File: src/rtl/rr_merge_pkg.sv
// rr_merge_pkg -- shared definitions for the rr_merge N-to-1 bus merge.
//   state_e      : controller state (IDLE waits for a request, BUSY holds a grant)
//   CNT_W        : width of the optional per-master completion counters
//   clog2_min1() : index width that stays at least one bit wide for N=1
//   req_mw()     : width of one request slice  {valid, addr, wdata, wstrb}
//   resp_mw()    : width of one response slice {rdata, ready}
package rr_merge_pkg;

    typedef enum logic {
        IDLE = 1'b0,
        BUSY = 1'b1
    } state_e;

    localparam int CNT_W = 32;

    function automatic int clog2_min1(input int n);
        return (n > 1) ? $clog2(n) : 1;
    endfunction

    function automatic int req_mw(input int addr_w, input int data_w);
        return 1 + addr_w + data_w + data_w / 8;
    endfunction

    function automatic int resp_mw(input int data_w);
        return data_w + 1;
    endfunction

endpackage

File: src/rtl/rr_arbiter.sv
// rr_arbiter -- combinational round-robin / fixed-priority winner selection.
//   N, FIXED_PRIO : number of requesters; FIXED_PRIO=1 makes index 0 highest
//                   priority and ignores the pointer
//   req_i         : request vector, one bit per requester
//   rr_ptr_i      : index that has highest priority this round
//   grant_oh_o    : one-hot winner (all zero when nothing requests)
//   grant_o       : binary winner index
//   any_o         : at least one requester is active
module rr_arbiter
    import rr_merge_pkg::*;
#(
    parameter int N          = 2,
    parameter int FIXED_PRIO = 0,
    localparam int PTR_W     = clog2_min1(N)
) (
    input  logic [N-1:0]     req_i,
    input  logic [PTR_W-1:0] rr_ptr_i,
    output logic [N-1:0]     grant_oh_o,
    output logic [PTR_W-1:0] grant_o,
    output logic             any_o
);

    logic [PTR_W-1:0] base;
    logic [2*N-1:0]   req_dbl;
    logic [2*N-1:0]   req_rot;

    assign base    = (FIXED_PRIO != 0) ? '0 : rr_ptr_i;
    // Doubling the vector turns the wrap-around search into a plain shift:
    // bit k of the shifted vector is requester (base + k) mod N.
    assign req_dbl = {req_i, req_i};
    assign req_rot = req_dbl >> base;

    always_comb begin
        int sum;
        grant_o = '0;
        any_o   = 1'b0;
        sum     = 0;
        for (int k = 0; k < N; k++) begin
            if (!any_o && req_rot[k]) begin
                any_o = 1'b1;
                sum   = int'(base) + k;
                if (sum >= N) begin
                    sum = sum - N;
                end
                grant_o = PTR_W'(sum);
            end
        end
    end

    genvar gi;
    for (gi = 0; gi < N; gi++) begin : g_oh
        assign grant_oh_o[gi] = any_o && (grant_o == PTR_W'(gi));
    end

endmodule

File: src/rtl/rr_merge.sv
// rr_merge -- N-master to 1-slave native-bus merge with registered arbitration.
// A grant is taken in IDLE (one cycle after a request is seen) and held in
// BUSY until the slave answers with ready, so there is one bubble cycle
// between transactions.
//   clk, rst : clock and synchronous active-high reset
//   m_req    : per master {valid, addr, wdata, wstrb}, master i at slice i
//   m_resp   : per master {rdata, ready}; only the granted master sees data
//   s_req    : request forwarded to the slave (same slice layout)
//   s_resp   : slave {rdata, ready}
// Optional build macro RR_MERGE_CNT_EN adds cnt_clr (in) and cnt (out,
// N_MASTERS*32): saturating per-master counts of completed transactions.
module rr_merge
    import rr_merge_pkg::*;
#(
    parameter int N_MASTERS  = 2,
    parameter int DATA_W     = 32,
    parameter int ADDR_W     = 32,
    parameter int FIXED_PRIO = 0,
    localparam int REQ_MW    = req_mw(ADDR_W, DATA_W),
    localparam int RESP_MW   = resp_mw(DATA_W)
) (
    input  logic                           clk,
    input  logic                           rst,
    input  logic [N_MASTERS*REQ_MW-1:0]    m_req,
    output logic [N_MASTERS*RESP_MW-1:0]   m_resp,
    output logic [REQ_MW-1:0]              s_req,
    input  logic [RESP_MW-1:0]             s_resp
`ifdef RR_MERGE_CNT_EN
    ,
    input  logic                           cnt_clr,
    output logic [N_MASTERS*CNT_W-1:0]     cnt
`endif
);

    localparam int PTR_W     = clog2_min1(N_MASTERS);
    localparam int VALID_BIT = REQ_MW - 1;

    state_e                 state_q, state_d;
    logic [PTR_W-1:0]       grant_q, grant_d;
    logic [N_MASTERS-1:0]   grant_oh_q, grant_oh_d;
    logic [PTR_W-1:0]       rr_ptr_q, rr_ptr_d;

    logic [REQ_MW-1:0]      req_arr [N_MASTERS];
    logic [N_MASTERS-1:0]   m_valid;
    logic [REQ_MW-1:0]      req_sel;
    logic [N_MASTERS-1:0]   win_oh;
    logic [PTR_W-1:0]       win;
    logic                   win_any;
    logic                   leave;
    logic                   done;

    genvar gi;
    for (gi = 0; gi < N_MASTERS; gi++) begin : g_unpack
        assign req_arr[gi] = m_req[gi*REQ_MW +: REQ_MW];
        assign m_valid[gi] = req_arr[gi][VALID_BIT];
    end

    assign req_sel = req_arr[grant_q];

    rr_arbiter #(
        .N          (N_MASTERS),
        .FIXED_PRIO (FIXED_PRIO)
    ) u_arb (
        .req_i      (m_valid),
        .rr_ptr_i   (rr_ptr_q),
        .grant_oh_o (win_oh),
        .grant_o    (win),
        .any_o      (win_any)
    );

    // A granted master dropping valid ends the transaction just like a
    // completion, except that no response is passed back.
    assign leave = (state_q == BUSY) && (!req_sel[VALID_BIT] || s_resp[0]);

    always_ff @(posedge clk) begin
        if (rst) begin
            state_q    <= IDLE;
            grant_q    <= '0;
            grant_oh_q <= '0;
            rr_ptr_q   <= '0;
        end else begin
            state_q    <= state_d;
            grant_q    <= grant_d;
            grant_oh_q <= grant_oh_d;
            rr_ptr_q   <= rr_ptr_d;
        end
    end

    always_comb begin
        state_d    = state_q;
        grant_d    = grant_q;
        grant_oh_d = grant_oh_q;
        rr_ptr_d   = rr_ptr_q;
        case (state_q)
            IDLE: begin
                if (win_any) begin
                    grant_d    = win;
                    grant_oh_d = win_oh;
                    state_d    = BUSY;
                end
            end
            BUSY: begin
                if (leave) begin
                    state_d  = IDLE;
                    rr_ptr_d = (grant_q == PTR_W'(N_MASTERS - 1)) ? '0 : grant_q + 1'b1;
                end
            end
            default: state_d = IDLE;
        endcase
    end

    always_comb begin
        s_req = '0;
        done  = 1'b0;
        if (state_q == BUSY) begin
            s_req = req_sel;
            done  = req_sel[VALID_BIT] & s_resp[0];
        end
    end

    for (gi = 0; gi < N_MASTERS; gi++) begin : g_resp
        assign m_resp[gi*RESP_MW +: RESP_MW] = (done && grant_oh_q[gi]) ? s_resp : '0;
    end

`ifdef RR_MERGE_CNT_EN
    for (gi = 0; gi < N_MASTERS; gi++) begin : g_cnt
        logic [CNT_W-1:0] cnt_q;
        always_ff @(posedge clk) begin
            if (rst || cnt_clr) begin
                cnt_q <= '0;
            end else if (done && grant_oh_q[gi] && (cnt_q != '1)) begin
                cnt_q <= cnt_q + 1'b1;
            end
        end
        assign cnt[gi*CNT_W +: CNT_W] = cnt_q;
    end
`endif

endmodule

File: config.mk
export PLATFORM = sky130hd
export DESIGN_NAME = rr_merge
export DESIGN_NICKNAME = d
export VERILOG_FILES = /design/src/rtl/rr_merge_pkg.sv /design/src/rtl/rr_arbiter.sv /design/src/rtl/rr_merge.sv
export SDC_FILE = /design/constraint.sdc
export NUM_CORES = 1
export LEC_CHECK = 0
export ABC_AREA = 0
export CAP_MARGIN = 15
export CORE_AREA = 2 2 121 123
export CTS_CLUSTER_SIZE = 25
export DETAILED_ROUTE_END_ITERATION = 10
export DIE_AREA = 0 0 123 125
export DONT_BUFFER_PORTS = 1
export PLACE_DENSITY = 0.32
export SYNTH_ARGS = -nofsm -noshare
export SYNTH_HDL_FRONTEND = slang
export SYNTH_HIERARCHICAL = 1
export SYNTH_SLANG_ARGS = --single-unit
File: constraint.sdc
create_clock -name clk -period 1.6 [get_ports clk]
set_input_delay 0.4 -clock clk [delete_from_list [all_inputs] [get_ports clk]]
set_output_delay 0.4 -clock clk [all_outputs]
set_load 0.02 [all_outputs]
## Yosys cells after proc, flatten, opt, wreduce, memory -nomap -nowiden

Index checks and enable logic that the tools add are counted.
Widths: inputs -> output; s select.

| operators by class | value |
|---|---|
| add/subtract/negate cells | 4 |
| $lt $le $gt $ge | 3 |
| shift operators | 1 |
| muxes and demuxes | 17 |
| bitwise gates (word level) | 4 |
| reduce and logical (&&, ||, !) cells | 11 |

Operators by type and width:

| kind | count |
|---|---|
| $mux 69 | 4 |
| $mux 33 | 2 |
| $mux 1 | 10 |
| $logic_and 1x1->1 | 6 |
| $ge 2x2->1 const B | 2 |
| $reduce_and 2->1 | 2 |
| $shr 4x1->2 | 1 |
| $add 1x1->2 const B | 1 |
| $ge 1x2->1 const B | 1 |
| $logic_not 1->1 | 2 |
| $not 1->1 | 2 |
| $not 1->2 | 1 |
| $pmux 1 s2 | 1 |
| $sub 1x1->1 const B | 2 |
| $add 1x1->1 const B | 1 |
| $and 1x1->1 | 1 |
| $logic_or 1x1->1 | 1 |

| storage, ports and cells | value |
|---|---|
| bits in registers | 5 |
| input port bits | 173 |
| output and inout port bits | 135 |
| word-level logic and storage cells | 44 |

## Longest topological paths before layout

| depth | value |
|---|---|
| word-level depth | 9 |
| mapped depth | 6 |
| gate-level depth less buffers | 4 |

## Modules after synthesis

Netlist, hierarchy kept.

By module, submodules not included:

| module | times used | cells an instance | area each (um^2) | sequential area each (um^2) |
|---|---|---|---|---|
| rr_merge | 1 | 254 | 1,727.9 | 100.1 |
| rr_arbiter | 1 | 5 | 32.5 | 0.0 |

## Worst setup path before layout

Ideal clock, no wire load.

| timing path | value |
|---|---|
| path kind | register to output |
| from | register grant_q |
| to | output port m_resp[25] |
| arrival time | 1,400 ps |
| required time | 1,200 ps |
| slack | -200 ps |
| cell stages (with the launch flop) | 7 |
| buffers on the path | 3 |
| cell sequence | dfxtp_1 -> buf_2 -> mux2_4 -> and3_4 -> buf_6 -> buf_6 -> and3_1 |

| on the way | value |
|---|---|
| word-level cells in the longest chain between the ends | 8 |

Ends and longest elaborated chain:

| element | RTL line | RTL |
|---|---|---|
| from (decl) | rr_merge.sv:39 | `logic [PTR_W-1:0] grant_q, grant_d;` |
| from (signal assigned) | rr_merge.sv:83 | `grant_q <= grant_d;` |
| $not 1->2 (implied by the code) | rr_merge.sv:58 | `assign req_sel = req_arr[grant_q];` |
| $mux 69 (implied by the code) (3 in series) | rr_merge.sv:58 |  |
| $and 1x1->1 | rr_merge.sv:117 | `done = req_sel[VALID_BIT] & s_resp[0];` |
| $mux 1 | rr_merge.sv:115 | `if (state_q == BUSY) begin` |
| $logic_and 1x1->1 | rr_merge.sv:122 | `assign m_resp[gi*RESP_MW +: RESP_MW] = (done && grant_oh_q[gi]) ? s_resp : '0;` |
| $mux 33 | rr_merge.sv:122 |  |
| to (decl) | rr_merge.sv:25 | `output logic [N_MASTERS*RESP_MW-1:0] m_resp,` |

Every way passes these cells. The select of a mux whose other input is x is not followed.

## Final worst setup path

| timing path | value |
|---|---|
| from | register grant_q |
| to | output port m_resp[62] |

The elaborated chain is that of the path after synthesis.

==> results.md <==
* Drc violations at 0
* Leading post-synthesis cells by cell area: sky130_fd_sc_hd__mux2i_1 (40%), sky130_fd_sc_hd__and3_1 (23%), sky130_fd_sc_hd__nor2_1 (15%)
* Simple-Gate Fraction of Synth Area at 0.412
* Critical path capture point type: output pin
* Layout fillers at 1559
* Total negative slack at -24.69 ns
* Number of distinct library cells after synthesis at 21
* Drt first pass iters at 4
* Most used standard cell by instance count after synthesis: sky130_fd_sc_hd__nor2_1
* Maximum vdd ir drop at 0.308 mV
* Share of the cycle needed by the critical path after routing at 1.15
* Final cell utilization of the core at 0.232
* Reported leakage power at 1.23 nW
* Total of buffers placed on input and output ports at 0
* Detailed-route vias per instance at 4.45
* Detailed-route via count at 2231
* Post-synth top area share at 0.404
* Arrival time at the worst endpoint at 1.44 ns
* Count of flip-flops with a built-in enable after synthesis at 0
* Maximum clock frequency at 544 MHz
* Status: finished, violations left
* Final number of hold-violating endpoints at 0
* Clock input transition at the sequential cells of the worst setup and hold paths at 0.03 ns
* Final WS setup at -0.238 ns
* Maximum number of pins on one net before global-route repair at 43
* Placement Rows at 44
* Initial antenna violation count at 0
* Final cell count without fillers at 501
* Initial Util at 0.124
* Area Growth Syn to Fin at 87.1%
* I/O pin count at 308
* Areal power density over the cells at 452 mW/mm^2
* Class of the most critical setup path: reg -> out
* Antenna Violating Nets Remaining at 0
* Cell area after synthesis at 0.00176 mm^2
* Max-slew headroom at 0.733
* Actual slew at the worst max-slew pin at 0.399 ns
* Post-route cell area at 0.00329 mm^2
* Clock latency reported for the late side of the worst-skew pair at 0.22 ns
* Half-perimeter wire length of the detailed placement result at 6.25 mm
* CTS buffer count at 3
* Register bit total from synthesis at 5
* Total instance count after detailed placement at 482
* Top fanout value on the critical path at 17
* Worst hold path class: in -> reg
* Horizontal die dimension at 123 um
* Synthesized area divided by synthesized cell count at 6.80 um^2
* Detailed Route WL at 8.62 mm
* Remaining Overflow, GRT at 0
* Longest Clk Path Bufs at 2
* Commonest cells in the synthesized netlist: sky130_fd_sc_hd__nor2_1 (72), sky130_fd_sc_hd__mux2i_1 (71), sky130_fd_sc_hd__and3_1 (64)
* Syn. warnings at 6
* Compound-cell area share of the yosys netlist at 0.0263
* Clock Root Buffer: sky130_fd_sc_hd__clkbuf_16
* Synth area leader: sky130_fd_sc_hd__mux2i_1
* Number of violations of the max-capacitance limit at 0
* Portion of netlist area occupied by mux cells at 0.412
* Part of the Yosys area used for sequential elements at 0.0569
* Final critical delay including setup and external delays at 1.84 ns
* Fin Clk Skew at 0.000122 ns
* Fraction of registers with async set or reset after synthesis at 0
* Main combinational cell family by area after synthesis: simple AND/OR/NAND/NOR gates
* Number of slew-limit violations in the final report at 0
* Share of synthesized cell area in full adder, half adder and majority cells at 0
* Number of clock sinks at 5
* First-pass GRT wire length at 11.7 mm
* Failing checks: setup timing
* Tot GR Track Use at 0.0980
* Synth Net Count at 432
* Element type at the critical path start: flip-flop
* Core box area at 0.0142 mm^2
* CTS H-Tree Depth at 1
* Placed Area at 0.00275 mm^2
* Final layout net count at 491
* Vertical extent of the die at 125 um
* Cell count after synthesis at 259
* Proportion of layout cells with a drive suffix above 1 at 0.571
* Routed wire length per instance at 17.2 um
* Worst-case register-to-register setup slack at 0.35 ns
* Area of the die at 0.0154 mm^2
* Vias in the first global route at 2165
* Xor and xnor fraction of the mapped netlist area at 0
* Unrepaired setup endpoints after global routing: true
* # setup viols final at 134
* Main synth FF type: sky130_fd_sc_hd__dfxtp_1
* CTS tree: built
* Last weighted congestion value of the routability-driven placer at 0.770
* Number of DRC markers after the initial detailed-route iteration at 50
* Inserted Diodes at 0
* Data required time at the worst endpoint at 1.20 ns
==> power by group <==
part           internal (mW)  switching, mW
combinational          0.431          0.506
sequential             0.135        0.00953
clock                  0.330         0.0771
==> cell type report <==
type                    instances  area [um^2]  share of cell area
multi-input cells             229         2050               0.623
inverters                       3         11.3             0.00342
flip-flops and latches          5          108              0.0327
clock buffers                   4         78.8              0.0239
repair buffers                 76          812               0.247
well taps                     184          230              0.0699
==> kinds of logic (layout without fill, tap and decap cells) <==
logic type             Yosys count  after routing
and+or+nand+nor                144            150
AOI/OAI and AO/OA                7              7
DFF                              5              5
muxes                           72             72
buffers and inverters           31             83
==> registers in the layout, indices dropped and copies added, names as in the netlist <==
register    cells
grant_oh_q      2
grant_q         1
rr_ptr_q        1
state_q         1
==> final timing paths <==
| path | startpoint | end | cells after the start |
|---|---|---|---|
| hold / removal | rst | grant_q$_SDFFE_PP0P_ | 1 |
| setup reg to reg | state_q$_SDFF_PP0_ | rr_ptr_q$_SDFFE_PP0P_ | 5 |
| setup / recovery | grant_q$_SDFFE_PP0P_ | m_resp[62] | 3 |
| hold reg to reg | rr_ptr_q$_SDFFE_PP0P_ | rr_ptr_q$_SDFFE_PP0P_ | 2 |
==> worst max-delay path: stages, from the launching register on <==
cell and delay, ns:
sky130_fd_sc_hd__dfxtp_4 0.35, sky130_fd_sc_hd__mux2_4 0.28, sky130_fd_sc_hd__and3_4 0.32, sky130_fd_sc_hd__and3_4 0.26
==> metal layers <==
metal / vias to the layer above / GRT usage / wire length [um]
li1: 1031 / - / -
met1: 1018 / 0.104 / 2990
met2: 180 / 0.207 / 4960
met3: 2 / 0.00821 / 640
met4: 0 / 0.0100 / 27
met5: - / 0 / 0
==> metrics by stage <==
step	power (mW)	hold WS, ns	worst slack [ns]
after global routing	1.57	0.230	-0.281
after detailed placement	0.926	0.466	-0.264
final	1.49	0.238	-0.238
after floorplan	0.690	0.465	-0.114
after CTS	1.49	0.235	-0.239
after global placement	0.922	0.468	-0.226
==> cell usage in the layout (no fill, tap or decap), drive strengths merged, types with 2 or more instances in the layout <==
cell / synthesis / layout
a21boi: 3 / 3
and2: 3 / 3
and3: 65 / 71
buf: 13 / 74
clkbuf: 15 / 5
dfxtp: 5 / 5
inv: 2 / 3
mux2i: 71 / 71
nor2: 72 / 72
nor2b: 2 / 2
==> what timing repair did <==
action                                  in CTS  in global routing
buffers inserted                             3                  0
gates resized for setup                     44                  6
pin swaps                                   11                 10
endpoints found under the setup margin     133                135
hold buffers                                 0                  0
hold endpoints to repair                     0                  0
gates cloned                                11                  1
Power figures use the tool's default switching activity.
